**src/rtl/noise_ctrl_pkg.sv**
```systemverilog
// noise_ctrl_pkg: shared widths, register addresses, shift divisor table and
// state encoding for the noise channel controller.
package noise_ctrl_pkg;

    localparam int unsigned ADDR_W  = 2;
    localparam int unsigned DATA_W  = 8;
    localparam int unsigned VOL_W   = 4;
    localparam int unsigned LEN_W   = 7;
    localparam int unsigned STEP_W  = 3;
    localparam int unsigned ENV_W   = 3;
    localparam int unsigned SHIFT_W = 20;

    localparam logic [ADDR_W-1:0] ADDR_NR41 = 2'd0;
    localparam logic [ADDR_W-1:0] ADDR_NR42 = 2'd1;
    localparam logic [ADDR_W-1:0] ADDR_NR43 = 2'd2;
    localparam logic [ADDR_W-1:0] ADDR_NR44 = 2'd3;

    localparam logic [LEN_W-1:0] LEN_FULL = 7'd64;

    // Shift amounts at or above this value silence the shift clock
    localparam logic [3:0] SHIFT_STOP = 4'd14;

    // Entry [r] is the base divisor for NR43[2:0] = r
    localparam logic [7:0][6:0] DIV_TABLE = {7'd112, 7'd96, 7'd80, 7'd64,
                                             7'd48,  7'd32, 7'd16, 7'd8};

    typedef enum logic {OFF, RUN} state_t;

    function automatic logic [SHIFT_W-1:0] shift_reload(input logic [DATA_W-1:0] nr43);
        logic [23:0] w_full;
        w_full = 24'(DIV_TABLE[nr43[2:0]]) << nr43[7:4];
        return SHIFT_W'(w_full - 24'd1);
    endfunction

endpackage

```
**src/rtl/noise_channel_ctrl_if.sv**
```systemverilog
// noise_channel_ctrl_if: register write/readback bus of the noise channel controller.
interface noise_channel_ctrl_if;
    import noise_ctrl_pkg::*;

    logic              I_WR_EN;
    logic [ADDR_W-1:0] I_ADDR;
    logic [DATA_W-1:0] I_WDATA;
    logic [DATA_W-1:0] O_RDATA;

    modport master (output I_WR_EN, output I_ADDR, output I_WDATA, input  O_RDATA);
    modport slave  (input  I_WR_EN, input  I_ADDR, input  I_WDATA, output O_RDATA);

endinterface

```
**src/rtl/noise_envelope.sv**
```systemverilog
// noise_envelope: volume envelope with period timer and saturating up/down step.
module noise_envelope
    import noise_ctrl_pkg::*;
(
    input  logic              i_clk,
    input  logic              i_reset_n,
    input  logic              i_trigger,
    input  logic              i_env_tick,
    input  logic [DATA_W-1:0] i_nr42,
    output logic [VOL_W-1:0]  o_volume
);

    logic [VOL_W-1:0] r_volume;
    logic [ENV_W-1:0] r_timer;
    logic [ENV_W-1:0] w_period;
    logic             w_up;

    assign w_period = i_nr42[2:0];
    assign w_up     = i_nr42[3];
    assign o_volume = r_volume;

    // A timer found at 0 or 1 expires on this tick; volume never wraps
    always_ff @(posedge i_clk or negedge i_reset_n) begin
        if (!i_reset_n) begin
            r_volume <= '0;
            r_timer  <= '0;
        end else if (i_trigger) begin
            r_volume <= i_nr42[7:4];
            r_timer  <= w_period;
        end else if (i_env_tick && (w_period != '0)) begin
            if (r_timer <= ENV_W'(1)) begin
                r_timer <= w_period;
                if (w_up && (r_volume != 4'hF)) begin
                    r_volume <= r_volume + 4'd1;
                end else if (!w_up && (r_volume != 4'h0)) begin
                    r_volume <= r_volume - 4'd1;
                end
            end else begin
                r_timer <= r_timer - ENV_W'(1);
            end
        end
    end

endmodule

```
**src/rtl/noise_channel_ctrl.sv**
```systemverilog
// noise_channel_ctrl: noise channel trigger, length, envelope and LFSR shift clock.
// Register readback is built only when NOISE_CTRL_READBACK_EN is defined.
module noise_channel_ctrl
    import noise_ctrl_pkg::*;
(
    input  logic                I_CLK,
    input  logic                I_RESET_N,
    input  logic                I_FRAME_TICK,
    noise_channel_ctrl_if.slave bus,
    output logic                O_SHIFT_EN,
    output logic                O_LFSR_RESET,
    output logic [VOL_W-1:0]    O_VOLUME,
    output logic                O_BIT_WIDTH,
    output logic                O_WAVEFORM_EN
);

    state_t              r_state, w_state_nxt;
    logic [DATA_W-1:0]   r_nr42, r_nr43, r_rdata;
    logic                r_len_en;
    logic [STEP_W-1:0]   r_step;
    logic [LEN_W-1:0]    r_len;
    logic [SHIFT_W-1:0]  r_shift_cnt;
    logic                r_shift_en, r_lfsr_reset, r_wave_en;

    logic w_wr_nr41, w_wr_nr42, w_wr_nr43, w_wr_nr44;
    logic w_trigger, w_dac_off_wr, w_dac_on;
    logic w_len_tick, w_env_tick, w_len_expire;
    logic [SHIFT_W-1:0] w_shift_reload;

    assign w_wr_nr41    = bus.I_WR_EN && (bus.I_ADDR == ADDR_NR41);
    assign w_wr_nr42    = bus.I_WR_EN && (bus.I_ADDR == ADDR_NR42);
    assign w_wr_nr43    = bus.I_WR_EN && (bus.I_ADDR == ADDR_NR43);
    assign w_wr_nr44    = bus.I_WR_EN && (bus.I_ADDR == ADDR_NR44);
    assign w_trigger    = w_wr_nr44 && bus.I_WDATA[7];
    assign w_dac_off_wr = w_wr_nr42 && (bus.I_WDATA[7:3] == 5'd0);
    assign w_dac_on     = (r_nr42[7:3] != 5'd0);

    // Frame ticks are decoded from the step value before it advances; trigger drops them
    assign w_len_tick   = I_FRAME_TICK && !r_step[0] && !w_trigger;
    assign w_env_tick   = I_FRAME_TICK && (r_step == 3'd7) && !w_trigger;
    assign w_len_expire = w_len_tick && !w_wr_nr41 && r_len_en && (r_len == 7'd1);

    assign w_shift_reload = shift_reload(r_nr43);

    assign O_SHIFT_EN    = r_shift_en;
    assign O_LFSR_RESET  = r_lfsr_reset;
    assign O_BIT_WIDTH   = r_nr43[3];
    assign O_WAVEFORM_EN = r_wave_en;
    assign bus.O_RDATA   = r_rdata;

    always_ff @(posedge I_CLK or negedge I_RESET_N) begin
        if (!I_RESET_N) begin
            r_state <= OFF;
        end else begin
            r_state <= w_state_nxt;
        end
    end

    // DAC-off has top priority, then trigger, then length expiry
    always_comb begin
        w_state_nxt = r_state;
        if (w_dac_off_wr || !w_dac_on) begin
            w_state_nxt = OFF;
        end else if (w_trigger) begin
            w_state_nxt = RUN;
        end else if (w_len_expire) begin
            w_state_nxt = OFF;
        end
    end

    always_ff @(posedge I_CLK or negedge I_RESET_N) begin
        if (!I_RESET_N) begin
            r_nr42       <= '0;
            r_nr43       <= '0;
            r_len_en     <= 1'b0;
            r_step       <= '0;
            r_len        <= '0;
            r_lfsr_reset <= 1'b0;
            r_wave_en    <= 1'b0;
        end else begin
            if (w_wr_nr42) r_nr42   <= bus.I_WDATA;
            if (w_wr_nr43) r_nr43   <= bus.I_WDATA;
            if (w_wr_nr44) r_len_en <= bus.I_WDATA[6];
            if (I_FRAME_TICK) r_step <= r_step + 3'd1;

            if (w_wr_nr41) begin
                r_len <= LEN_FULL - {1'b0, bus.I_WDATA[5:0]};
            end else if (w_trigger) begin
                if (r_len == '0) r_len <= LEN_FULL;
            end else if (w_len_tick && r_len_en && (r_len != '0)) begin
                r_len <= r_len - 7'd1;
            end

            r_lfsr_reset <= w_trigger;
            r_wave_en    <= (w_state_nxt == RUN);
        end
    end

    // Shift timer idles at its reload value outside RUN; NR43 changes land at the next reload
    always_ff @(posedge I_CLK or negedge I_RESET_N) begin
        if (!I_RESET_N) begin
            r_shift_cnt <= '0;
            r_shift_en  <= 1'b0;
        end else if (w_trigger || (w_state_nxt != RUN)) begin
            r_shift_cnt <= w_shift_reload;
            r_shift_en  <= 1'b0;
        end else if (r_shift_cnt == '0) begin
            r_shift_cnt <= w_shift_reload;
            r_shift_en  <= (r_nr43[7:4] < SHIFT_STOP);
        end else begin
            r_shift_cnt <= r_shift_cnt - SHIFT_W'(1);
            r_shift_en  <= 1'b0;
        end
    end

`ifdef NOISE_CTRL_READBACK_EN
    logic [DATA_W-1:0] w_rdata;

    // Unimplemented register bits read back as 1
    always_comb begin
        w_rdata = 8'hFF;
        case (bus.I_ADDR)
            ADDR_NR42: w_rdata = r_nr42;
            ADDR_NR43: w_rdata = r_nr43;
            ADDR_NR44: w_rdata = {1'b1, r_len_en, 6'h3F};
            default:   w_rdata = 8'hFF;
        endcase
    end

    always_ff @(posedge I_CLK or negedge I_RESET_N) begin
        if (!I_RESET_N) r_rdata <= '0;
        else            r_rdata <= w_rdata;
    end
`else
    always_ff @(posedge I_CLK or negedge I_RESET_N) begin
        if (!I_RESET_N) r_rdata <= '0;
        else            r_rdata <= 8'hFF;
    end
`endif

    noise_envelope u_envelope (
        .i_clk      (I_CLK),
        .i_reset_n  (I_RESET_N),
        .i_trigger  (w_trigger),
        .i_env_tick (w_env_tick),
        .i_nr42     (r_nr42),
        .o_volume   (O_VOLUME)
    );

endmodule
```
**src/flat_wrapper.sv**
```systemverilog
// flat-port wrapper written by rule: the top's interface ports become plain ports
module noise_channel_ctrl_flat import noise_ctrl_pkg::*;
  (I_CLK, I_RESET_N, I_FRAME_TICK, O_SHIFT_EN, O_LFSR_RESET, O_VOLUME, O_BIT_WIDTH, O_WAVEFORM_EN, bus_I_WR_EN, bus_I_ADDR, bus_I_WDATA, bus_O_RDATA);
  noise_channel_ctrl_if bus_i ();
  input  logic I_CLK;
  input  logic I_RESET_N;
  input  logic I_FRAME_TICK;
  output logic O_SHIFT_EN;
  output logic O_LFSR_RESET;
  output logic [VOL_W-1:0] O_VOLUME;
  output logic O_BIT_WIDTH;
  output logic O_WAVEFORM_EN;
  input wire logic [$bits(bus_i.I_WR_EN)-1:0] bus_I_WR_EN;
  input wire logic [$bits(bus_i.I_ADDR)-1:0] bus_I_ADDR;
  input wire logic [$bits(bus_i.I_WDATA)-1:0] bus_I_WDATA;
  output wire logic [$bits(bus_i.O_RDATA)-1:0] bus_O_RDATA;
  assign bus_i.I_WR_EN = bus_I_WR_EN;
  assign bus_i.I_ADDR = bus_I_ADDR;
  assign bus_i.I_WDATA = bus_I_WDATA;
  assign bus_O_RDATA = bus_i.O_RDATA;
  noise_channel_ctrl u_core (.I_CLK(I_CLK), .I_RESET_N(I_RESET_N), .I_FRAME_TICK(I_FRAME_TICK), .bus(bus_i), .O_SHIFT_EN(O_SHIFT_EN), .O_LFSR_RESET(O_LFSR_RESET), .O_VOLUME(O_VOLUME), .O_BIT_WIDTH(O_BIT_WIDTH), .O_WAVEFORM_EN(O_WAVEFORM_EN));
endmodule
```
**config.mk**
```make
export PLATFORM = sky130hd
export DESIGN_NAME = noise_channel_ctrl_flat
export DESIGN_NICKNAME = d
export VERILOG_FILES = /design/src/rtl/noise_ctrl_pkg.sv /design/src/rtl/noise_channel_ctrl_if.sv /design/src/rtl/noise_envelope.sv /design/src/rtl/noise_channel_ctrl.sv /design/src/flat_wrapper.sv
export SDC_FILE = /design/constraint.sdc
export NUM_CORES = 1
export LEC_CHECK = 0
export ABC_AREA = 1
export CAP_MARGIN = 20
export CORE_ASPECT_RATIO = 1.75
export CORE_MARGIN = 3
export CORE_UTILIZATION = 40
export DETAILED_ROUTE_END_ITERATION = 7
export PLACE_DENSITY = 0.58
export SLEW_MARGIN = 15
export SYNTH_ARGS = -nofsm -noshare
export SYNTH_HDL_FRONTEND = slang
export SYNTH_HIERARCHICAL = 1
export SYNTH_SLANG_ARGS = --single-unit
```
**constraint.sdc**
```tcl
create_clock -name I_CLK -period 4.68 [get_ports I_CLK]
set_input_delay 0.936 -clock I_CLK [delete_from_list [all_inputs] [get_ports I_CLK]]
set_output_delay 0.936 -clock I_CLK [all_outputs]
set_load 0.03 [all_outputs]
```
# After elaboration in Yosys (flattened, before gate mapping)
# Memory sizes are Yosys's and may differ from the RTL's.
# Cells that the tools add are included.
totals:
  ff_bits: 58
  romBits: 56
  input_bits: 14
  output_inout_bits: 16
  word_cells: 92
  n_memories: 1
classes:
  addsub: 8
  magnitude_cmp: 3
  eq_ne: 7
  shift: 1
  muxes: 20
  n_bitwise: 1
  n_reduce_logical: 39
mem_list:
  columns: ["memory", "depth", "word_bits", "read_ports", "rd_clocked_by_memory_dff", "write_ports", "line_no", "text"]
  rows:
  - ["(no name shown)", 8, 7, 1, 0, 0, "noise_ctrl_pkg.sv:31", "w_full = 24'(DIV_TABLE[nr43[2:0]]) << nr43[7:4];"]
ops:
  columns: ["op", "n"]
  rows:
  - ["$mux W20", 2]
  - ["$sub A20 B1 Y20 const B", 2]
  - ["$mux W7", 5]
  - ["$logic_not A20 Y1", 1]
  - ["$mux W4", 5]
  - ["$shl A7 B4 Y20", 1]
  - ["$logic_and A1 B1 Y1", 18]
  - ["$mux W3", 3]
  - ["$reduce_bool A3 Y1", 3]
  - ["$eq A7 B1 Y1 const B", 1]
  - ["$logic_not A7 Y1", 1]
  - ["$reduce_bool A7 Y1", 1]
  - ["$sub A7 B1 Y7 const B", 1]
  - ["$sub A7 B6 Y7 const A", 1]
  - ["$logic_not A1 Y1", 5]
  - ["$logic_not A5 Y1", 1]
  - ["$mux W1", 5]
  - ["$reduce_bool A5 Y1", 1]
  - ["$add A4 B1 Y4 const B", 1]
  - ["$eq A2 B2 Y1 const B", 2]
  - ["$lt A3 B4 Y1 const B", 1]
  - ["$lt A4 B4 Y1 const B", 1]
  - ["$ne A4 B4 Y1 const B", 1]
  - ["$reduce_bool A2 Y1", 2]
  - ["other kinds (13)", 14]

# Depth between registers and ports, before layout
# Gate-level depths: netlist of the first run.
depth:
  ltp_word: 14
  depth_mapped: 16

# By module
# Netlist of the first run, hierarchy kept.
modules_own_cells:
  columns: ["mod", "instances", "cells_per_inst", "area_per_inst_um2", "seq_area_each_um2"]
  rows:
  - ["noise_channel_ctrl", 1, 481, 3495.9, 1276.2]
  - ["noise_envelope", 1, 80, 624.3, 175.2]

# Worst setup path before layout of the first run
# No wires, ideal clock.
synth_timing:
  kind: "in2reg"
  start: "in bus_I_ADDR[0]"
  end: "reg u_core.r_shift_cnt[19]"
  arrival_time_ns: 2.017
  slack_ns: 2.550
  stages: 12
  path_buffers: 1
  path_cell_list: "nand3_2 nor2_8 o21ai_1 nor2_1 nand2_1 nor2_2 nand2_4 inv_2 buf_6 nand3_2 nand2_1 inv_1"
synth_via:
  elab_chain_cells: 14
synth_lines:
  columns: ["element", "line_no", "text"]
  rows:
  - ["start, declared", "flat_wrapper.sv:14", "input wire logic [$bits(bus_i.I_ADDR)-1:0] bus_I_ADDR;"]
  - ["$eq A2 B2 Y1 *", "noise_channel_ctrl.sv:33", "assign w_wr_nr44 = bus.I_WR_EN && (bus.I_ADDR == ADDR_NR44);"]
  - ["$logic_and A1 B1 Y1 *", "noise_channel_ctrl.sv:33", null]
  - ["$logic_and A1 B1 Y1 *", "noise_channel_ctrl.sv:34", "assign w_trigger = w_wr_nr44 && bus.I_WDATA[7];"]
  - ["net u_core.w_trigger", "noise_channel_ctrl.sv:26", "logic w_trigger, w_dac_off_wr, w_dac_on;"]
  - ["$logic_not A1 Y1", "noise_channel_ctrl.sv:39", "assign w_len_tick = I_FRAME_TICK && !r_step[0] && !w_trigger;"]
  - ["$logic_and A1 B1 Y1", "noise_channel_ctrl.sv:39", null]
  - ["$logic_and A1 B1 Y1 (3 in a row)", "noise_channel_ctrl.sv:41", "assign w_len_expire = w_len_tick && !w_wr_nr41 && r_len_en && (r_len == 7'd1);"]
  - ["$mux W1", "noise_channel_ctrl.sv:66", "end else if (w_len_expire) begin"]
  - ["$mux W1", "noise_channel_ctrl.sv:64", "end else if (w_trigger) begin"]
  - ["$mux W1", "noise_channel_ctrl.sv:62", "if (w_dac_off_wr || !w_dac_on) begin"]
  - ["$not A1 Y1", "noise_channel_ctrl.sv:104", "end else if (w_trigger || (w_state_nxt != RUN)) begin"]
  - ["$logic_or A1 B1 Y1 *", "noise_channel_ctrl.sv:104", null]
  - ["$mux W20 *", "noise_channel_ctrl.sv:104", null]
  - ["end signal, assigned", "noise_channel_ctrl.sv:105", "r_shift_cnt <= w_shift_reload;"]
  - ["end signal, assigned", "noise_channel_ctrl.sv:108", "r_shift_cnt <= w_shift_reload;"]
  - ["end signal, assigned", "noise_channel_ctrl.sv:111", "r_shift_cnt <= r_shift_cnt - SHIFT_W'(1);"]
  - ["end, declared", "noise_channel_ctrl.sv:22", "logic [SHIFT_W-1:0] r_shift_cnt;"]
# The timed path passes the listed nets; every way through them passes the cells marked *.
# A chain may end at the register's enable or synchronous reset.

# Worst setup path in the final report of the first run
layout_timing:
  start: "in bus_I_WR_EN"
  end: "reg u_core.r_shift_cnt[19]"
layout_via:
  elab_chain_cells: 13
layout_lines:
  columns: ["element", "line_no", "text"]
  rows:
  - ["start, declared", "flat_wrapper.sv:13", "input wire logic [$bits(bus_i.I_WR_EN)-1:0] bus_I_WR_EN;"]
  - ["$logic_and A1 B1 Y1 *", "noise_channel_ctrl.sv:33", null]
  - ["$logic_and A1 B1 Y1 *", "noise_channel_ctrl.sv:34", null]
  - ["net u_core.w_trigger", "noise_channel_ctrl.sv:26", null]
  - ["$logic_not A1 Y1", "noise_channel_ctrl.sv:39", null]
  - ["$logic_and A1 B1 Y1", "noise_channel_ctrl.sv:39", null]
  - ["$logic_and A1 B1 Y1 (3 in a row)", "noise_channel_ctrl.sv:41", null]
  - ["$mux W1", "noise_channel_ctrl.sv:66", null]
  - ["$mux W1", "noise_channel_ctrl.sv:64", null]
  - ["$mux W1", "noise_channel_ctrl.sv:62", null]
  - ["$not A1 Y1", "noise_channel_ctrl.sv:104", null]
  - ["$logic_or A1 B1 Y1 *", "noise_channel_ctrl.sv:104", null]
  - ["$mux W20 *", "noise_channel_ctrl.sv:104", null]
# Marked as above.

==> results of run 1 <==
## kinds of logic after synthesis
group           count (synthesis)
fa+ha+maj                      13
simple gates                  320
other cells                     1
buf+inv                        77
mux                             1
compound gates                 68
flops                          58
xor+xnor                       23
## cell type report
type / instances / share of cell area [%]
multi-input cells: 426 / 48.9
flip-flops and latches: 58 / 30.9
repair buffers: 30 / 6.23
inverters: 59 / 4.87
clock buffers: 9 / 4.79
well taps: 125 / 3.33
clock inverters: 7 / 0.984
## worst max-delay path by stage
stage | slack (ns) | depth (start not counted) | end | from
final | 1.81 | 12 | u_core/r_shift_cnt[19] | bus_I_WR_EN
after global routing | 1.58 | 12 | u_core/r_shift_cnt[19] | bus_I_WR_EN
after CTS | 1.81 | 12 | u_core/r_shift_cnt[19] | bus_I_WR_EN
after detailed placement | 1.46 | 12 | u_core/r_shift_cnt[19] | bus_I_WR_EN
after global placement | 1.53 | 12 | u_core/r_shift_cnt[19] | bus_I_WR_EN
after floorplan | 2.55 | 12 | u_core/r_shift_cnt[19] | bus_I_ADDR[0]
## placed cells by master, fill, tap and decap left out, types with 10 or more instances in the layout
cell type and n:
nor2_1 51, inv_1 51, dfrtp_1 58, nand4_1 12, xor2_1 15, nand2_2 10, ha_1 12, nand3_1 47
nand2_1 150, o21ai_0 40, nor2_2 12, clkdlybuf4s50_1 28
## registers in the layout (all words and copies together), names as in the netlist, 3 cells and up
signal,cells
u_core/r_len,7
u_core/u_envelope/r_timer,3
u_core/r_step,3
u_core/r_nr43,8
u_core/r_shift_cnt,20
u_core/u_envelope/o_volume,4
u_core/r_nr42,8
## through the flow
stage | worst slack [ns] | util, %
finish | 1.81 | 47.2
global route | 1.58 | 47.2
CTS | 1.81 | 47.2
detailed placement | 1.46 | 44.5
global placement | 1.53 | 44.5
floorplan | 2.55 | -
## where the power goes
group,leakage [nW],switching [W],internal (W)
clock,0.127,0.000238,0.000355
combinational,1.47,0.000675,0.000419
sequential,0.707,0.000182,0.000667
## metal layers
| metal | share of wire (%) | global-route usage, % | vias to the layer above | wire [µm] |
|---|---|---|---|---|
| met1 | 38 | 19.3 | 1641 | 3760 |
| li1 | - | - | 1857 | - |
| met3 | 3.0 | 4.12 | 30 | 303 |
| met5 | 0 | 0 | - | 0 |
| met4 | 4.3 | 9.65 | 0 | 432 |
| met2 | 55 | 33.7 | 70 | 5540 |
==> qor.yml, run 1 <==
synth_area_leaders: "dfrtp_1 (35%), nand2_1 (14%), nand3_1 (5.7%)"
hp-class: "flip-flop to flip-flop"
cap_violations: 0
cts_setup_buffers: 0
r2r-end: "u_core/r_shift_cnt[19]"
clock_latency_ns: 0.33
synth_simple_gate_area_share_pct: 37.3
fin_crit_ns: 2.87
synth_top_area_share_pct: 35.2
die_x_um: 82.7
yosysSeqAreaShare_pct: 35.2
drt_iter0_markers: 176
synthArstFlopShare_pct: 100
end_kind: "flip-flop"
r2r_start: "u_core/r_nr43[5]"
p_per_area_mw_per_mm2: 539
vias_per_cell: 5.04
num_rows: 48
cts-buffers-inserted: 9
num-nets-final: 611
slowest_delay_ns: 0.53
yosys_warnings: 6
status: "complete, but fails checks"
syn_area_mm2: 0.00412
synth.avg_cell_area_um2: 7.34
grt_pass1_wl_mm: 16.4
clock_skew_ns: 0.00799
antenna_found_initial: 0
antennaDiodeCount: 0
vias: 3598
top_level_ports: 30
ff2ff_setup_slack_ns: 2.29
synth_largest_area_cell: "dfrtp_1"
critPathRequiredTime_ns: 4.90
clock-sinks: 58
path_max_fanout: 20
synth_commonest_cells: "nand2_1 (150), dfrtp_1 (58), inv_1 (51), nor2_1 (51), nand3_1 (47)"
grt_max_degree: 42
netlist_instances: 561
min_from: "u_core/r_shift_cnt[0]"
synth_edf_count: 0
min_to: "u_core/r_shift_cnt[0]"
synthMuxAreaShare_pct: 0.243
worstSetupStartpointType: "input pin"
hold_viol_final: 0
synth-seq-cells: 58
cp_slowest_cell: "clkdlybuf4s50_1"
multi_input_area_mm2: 0.00230
post_dp_cell_area_mm2: 0.00443
total_power_w: 0.00254
slew_violations: 0
synth_most_common_cell: "nand2_1"
synth_compound_area_share_pct: 9.20
worstMarginPinSlew_ns: 0.591
wire_per_inst_um: 14.1
path_class: "input pin to flip-flop"
overflow: 0
fin_setup_tns_ns: 0
cts_tree: "built"
rsz0062_at_grt: "no"
setup-violations-final: 0
ys.flop_type: "dfrtp_1"
fin_cells: 714
synthAdderAreaFrac_pct: 4.13
core_mm2: 0.00997
max_slew_margin_pct: 60.5
hold_slack_ns: 0.431
r2r_cells: 14
path_cells: "clkdlybuf4s50_1 -> nand3_2 -> nor2_8 -> o21ai_1 -> nor2_1 -> nand2_1 -> nor2_2 -> nand2_4 -> inv_2 -> nand3_2 -> nand2_1 -> inv_1"
crit_buf_inv: 3
finalInstanceArea_mm2: 0.00470
regArea_mm2: 0.00145
synth_cell_type_count: 46
cts_resized: 0
ctsRootBufferMaster: "clkbuf_16"
grt_pass1_vias: 3582
dpl.cell_count: 698
failed_checks: "DRC"
grt_usage_pct: 18.7
hold_depth: 1
cts.clk_slew.worst_paths_ns: 0.05
die_y_um: 140
p_leak_nw: 2.30
drtPass1Iterations: 6
holdBufCountCts: 0
die-area_mm2: 0.0116
n_fill_cell: 1019
drc: 1
h-tree-depth: 3
min_period_over_period_pct: 61.3
ir_drop_mv: 0.348
io_buffer_count: 29
area_delta_synth_final_pct: 14.2
synth_xor_xnor_area_share_pct: 4.89
gp_congestion: 0.891
post-dp-hpwl_mm: 7.83
initial_core_util_pct: 41.3
fmax_mhz: 349
synthesis.nets: 588
drive_gt1_share_pct: 12.2
crit_arrival_ns: 3.09
crit_family: "simple AND/OR/NAND/NOR gates"
wl_mm: 10.0
synth_top_family_by_area: "simple AND/OR/NAND/NOR gates"
ant_nets: 0
clockBufferDepth: 2
(Power assumes the default switching activity.)
==> run 2, diff against run 1 <==
Clock period 4.68 ns to 2.73 ns, I/O delays scaled along.
==> run 2 against run 1 <==
Against the previous run:
- the flow now finishes without violations
- sequential share of layout area fell by 0.65 points
- combinational power increased by 77%
- clock power is 92% higher
- non-clock buffer count is 9 higher
==> qor.yml, run 2 (synthesis gave the netlist of run 1 again) <==
cp_slowest_cell: "clkdlybuf4s50_1"  # unchanged
total_power_w: 0.00451  # was 0.00254 W
p_int_w: 0.00262  # was 0.00144 W
mostFrequentLayoutCells: "nand2_1 (150), dfrtp_1 (58), nor2_1 (51), inv_1 (51), nand3_1 (47)"  # unchanged
ctsRootBufferMaster: "clkbuf_16"  # unchanged
crit_path_end: "u_core/r_shift_cnt[19]"  # unchanged
sw_frac_of_total_pct: 42.0  # was 43.2%
n_fill_cell: 1065  # was 1019
r2r_start: "u_core/r_nr43[5]"  # unchanged
cts.clk_slew.worst_paths_ns: 0.06  # was 0.05 ns
path_cells: "clkdlybuf4s50_1 -> nand3_2 -> nor2_8 -> o21ai_1 -> nor2_1 -> nand2_1 -> nor2_2 -> nand2_4 -> inv_2 -> nand3_2 -> nand2_1 -> inv_1"  # unchanged
clock_latency_ns: 0.33  # about the same
io_buffer_count: 29  # unchanged
ant_nets: 0  # unchanged
vias_per_cell: 5.11  # was 5.04
clock-sinks: 58  # unchanged
hold_slack_ns: 0.160  # was 0.431 ns
met3_length_um: 278  # was 303 µm
p_per_area_mw_per_mm2: 939  # was 539 mW/mm²
worstMarginPinSlew_ns: 0.513  # was 0.591 ns
hold_viol_final: 0  # unchanged
grt_max_degree: 28  # was 42
wl_met1_mm: 3.92  # was 3.76 mm
hp-class: "input pin to async pin"  # was flip-flop to flip-flop
h-tree-depth: 3  # unchanged
fin_setup_tns_ns: 0  # unchanged
place_worst_setup_slack_ns: 0.0677  # was 1.46 ns
drc: 0  # was 1
grt_pass1_wl_mm: 16.9  # was 16.4 mm
rsz0062_at_grt: "no"  # unchanged
drtPass1Iterations: 4  # was 6
clockBufferDepth: 2  # unchanged
routed.top_layer: "met4"  # unchanged
reg_top3: "u_core/r_shift_cnt x20, u_core/r_nr42 x8, u_core/r_nr43 x8"  # unchanged
max_slew_margin_pct: 65.7  # was 60.5%
grt_usage_pct: 19.3  # was 18.7%
clock_skew_ns: 0.0102  # was 0.00799 ns
slowest_delay_ns: 0.53  # about the same
p_clk_share_pct: 25.2  # was 23.4%
fmax_mhz: 432
p_sw_w: 0.00190  # was 0.00109 W
post-route-util_pct: 48.2  # was 47.2%
ff2ff_setup_slack_ns: 0.44  # was 2.29 ns
initial_core_util_pct: 41.3  # unchanged
grt_pass1_vias: 3660  # was 3582
crit_arrival_ns: 2.54  # was 3.09 ns
ir_drop_mv: 0.484  # was 0.348 mV
die_y_um: 140  # unchanged
core_mm2: 0.00997  # unchanged
setup-violations-final: 0  # unchanged
min_period_over_period_pct: 84.8
cap_violations: 0  # unchanged
r2r_cells: 14  # unchanged
status: "finished, final reports clean"  # was complete, but fails checks
worst_slack_ns: 0.415  # was 1.81 ns
wire_per_inst_um: 14.3  # was 14.1 µm
area_delta_synth_final_pct: 16.6  # was 14.2%
cts_tree: "built"  # unchanged
num_rows: 48  # unchanged
drt_iter0_markers: 152  # was 176
top_level_ports: 30  # unchanged
cts_setup_buffers: 0  # unchanged
cts_resized: 0  # unchanged
cts-buffers-inserted: 9  # unchanged
num-nets-final: 620  # was 611
vias: 3695  # was 3598
post-dp-hpwl_mm: 8.19  # was 7.83 mm
r2r-end: "u_core/r_shift_cnt[19]"  # unchanged
worstSetupStartpointType: "input pin"  # unchanged
antennaDiodeCount: 0  # unchanged
fin_crit_ns: 2.32
wl_met2_mm: 5.46  # was 5.54 mm
drive_gt1_share_pct: 13.5  # was 12.2%
comb_power_share_pct: 42.8  # was 43.1%
p_leak_nw: 2.36  # was 2.30 nW
largest-register: "u_core/r_shift_cnt"  # unchanged
path_class: "input pin to flip-flop"  # unchanged
p_seq_share_pct: 32.0  # was 33.5%
die-area_mm2: 0.0116  # unchanged
die_x_um: 82.7  # unchanged
gp_congestion: 0.951  # was 0.891
wl_mm: 10.3  # was 10.0 mm
critPathRequiredTime_ns: 2.95  # was 4.90 ns
end_kind: "flip-flop"  # unchanged
largest_register_ffs: 20  # unchanged
layout_commonest_cell: "nand2_1"  # unchanged
overflow: 0  # unchanged
slew_violations: 0  # unchanged
crit_start: "bus_I_WR_EN"  # unchanged
antenna_found_initial: 0  # unchanged
path_max_fanout: 20  # unchanged
holdBufCountCts: 0  # unchanged
==> run 2: changes by cell type in the layout (fill, tap and decap cells not counted), sizes merged <==
cell    before  now
clkinv       4    2
clkbuf       9   10
bufinv       0    1
buf          2   11
==> run 2: power by group through the flow <==
stage / registers [W] / logic, W / clock network (W)
after detailed placement: 0.00146 / 0.00192 / 0
after global routing: 0.00149 / 0.00218 / 0.00120
final: 0.00144 / 0.00193 / 0.00114
after floorplan: 0.00145 / 0.00144 / 0
after CTS: 0.00145 / 0.00194 / 0.00117
after global placement: 0.00145 / 0.00189 / 0
==> run 2: per-layer routing <==
layer	vias to the layer above	track usage, %
met5	-	0
li1	1877	-
met3	34	3.35
met1	1715	19.4
met2	69	33.6
met4	0	14.9
==> run 2: final cells by class <==
cell class	instances	area, µm²	area share (%)
inverter	59	229	4.77
timing repair buffer	39	360	7.50
clock buffer	10	239	4.97
clock inverter	6	66.3	1.38
sequential	58	1450	30.2
tap	125	156	3.26
multi-input combinational	426	2300	47.9
==> run 2: worst max-delay path, delay by kind of cell <==
family / cells / cell delay (ns)
AO/OA/AOI/OAI: 1 / 0.08
buffers and inverters: 3 / 0.88
AND/OR/NAND/NOR: 8 / 1.03
==> run 2: worst min path at each step <==
stage | start | endpoint | depth (start not counted)
CTS | I_RESET_N | u_core/u_envelope/o_volume[2] | 1
global placement | u_core/r_shift_cnt[0] | u_core/r_shift_cnt[0] | 1
floorplan | I_RESET_N | u_core/O_LFSR_RESET | 0
detailed placement | u_core/r_shift_cnt[0] | u_core/r_shift_cnt[0] | 1
finish | I_RESET_N | u_core/u_envelope/o_volume[1] | 1
global route | I_RESET_N | u_core/r_nr42[4] | 1
==> run 2: metrics by stage <==
stage / std cells / cell area (µm²)
floorplan: 561 / 4120
global placement: 707 / 4500
detailed placement: 707 / 4500
CTS: 723 / 4800
global route: 723 / 4800
finish: 723 / 4800
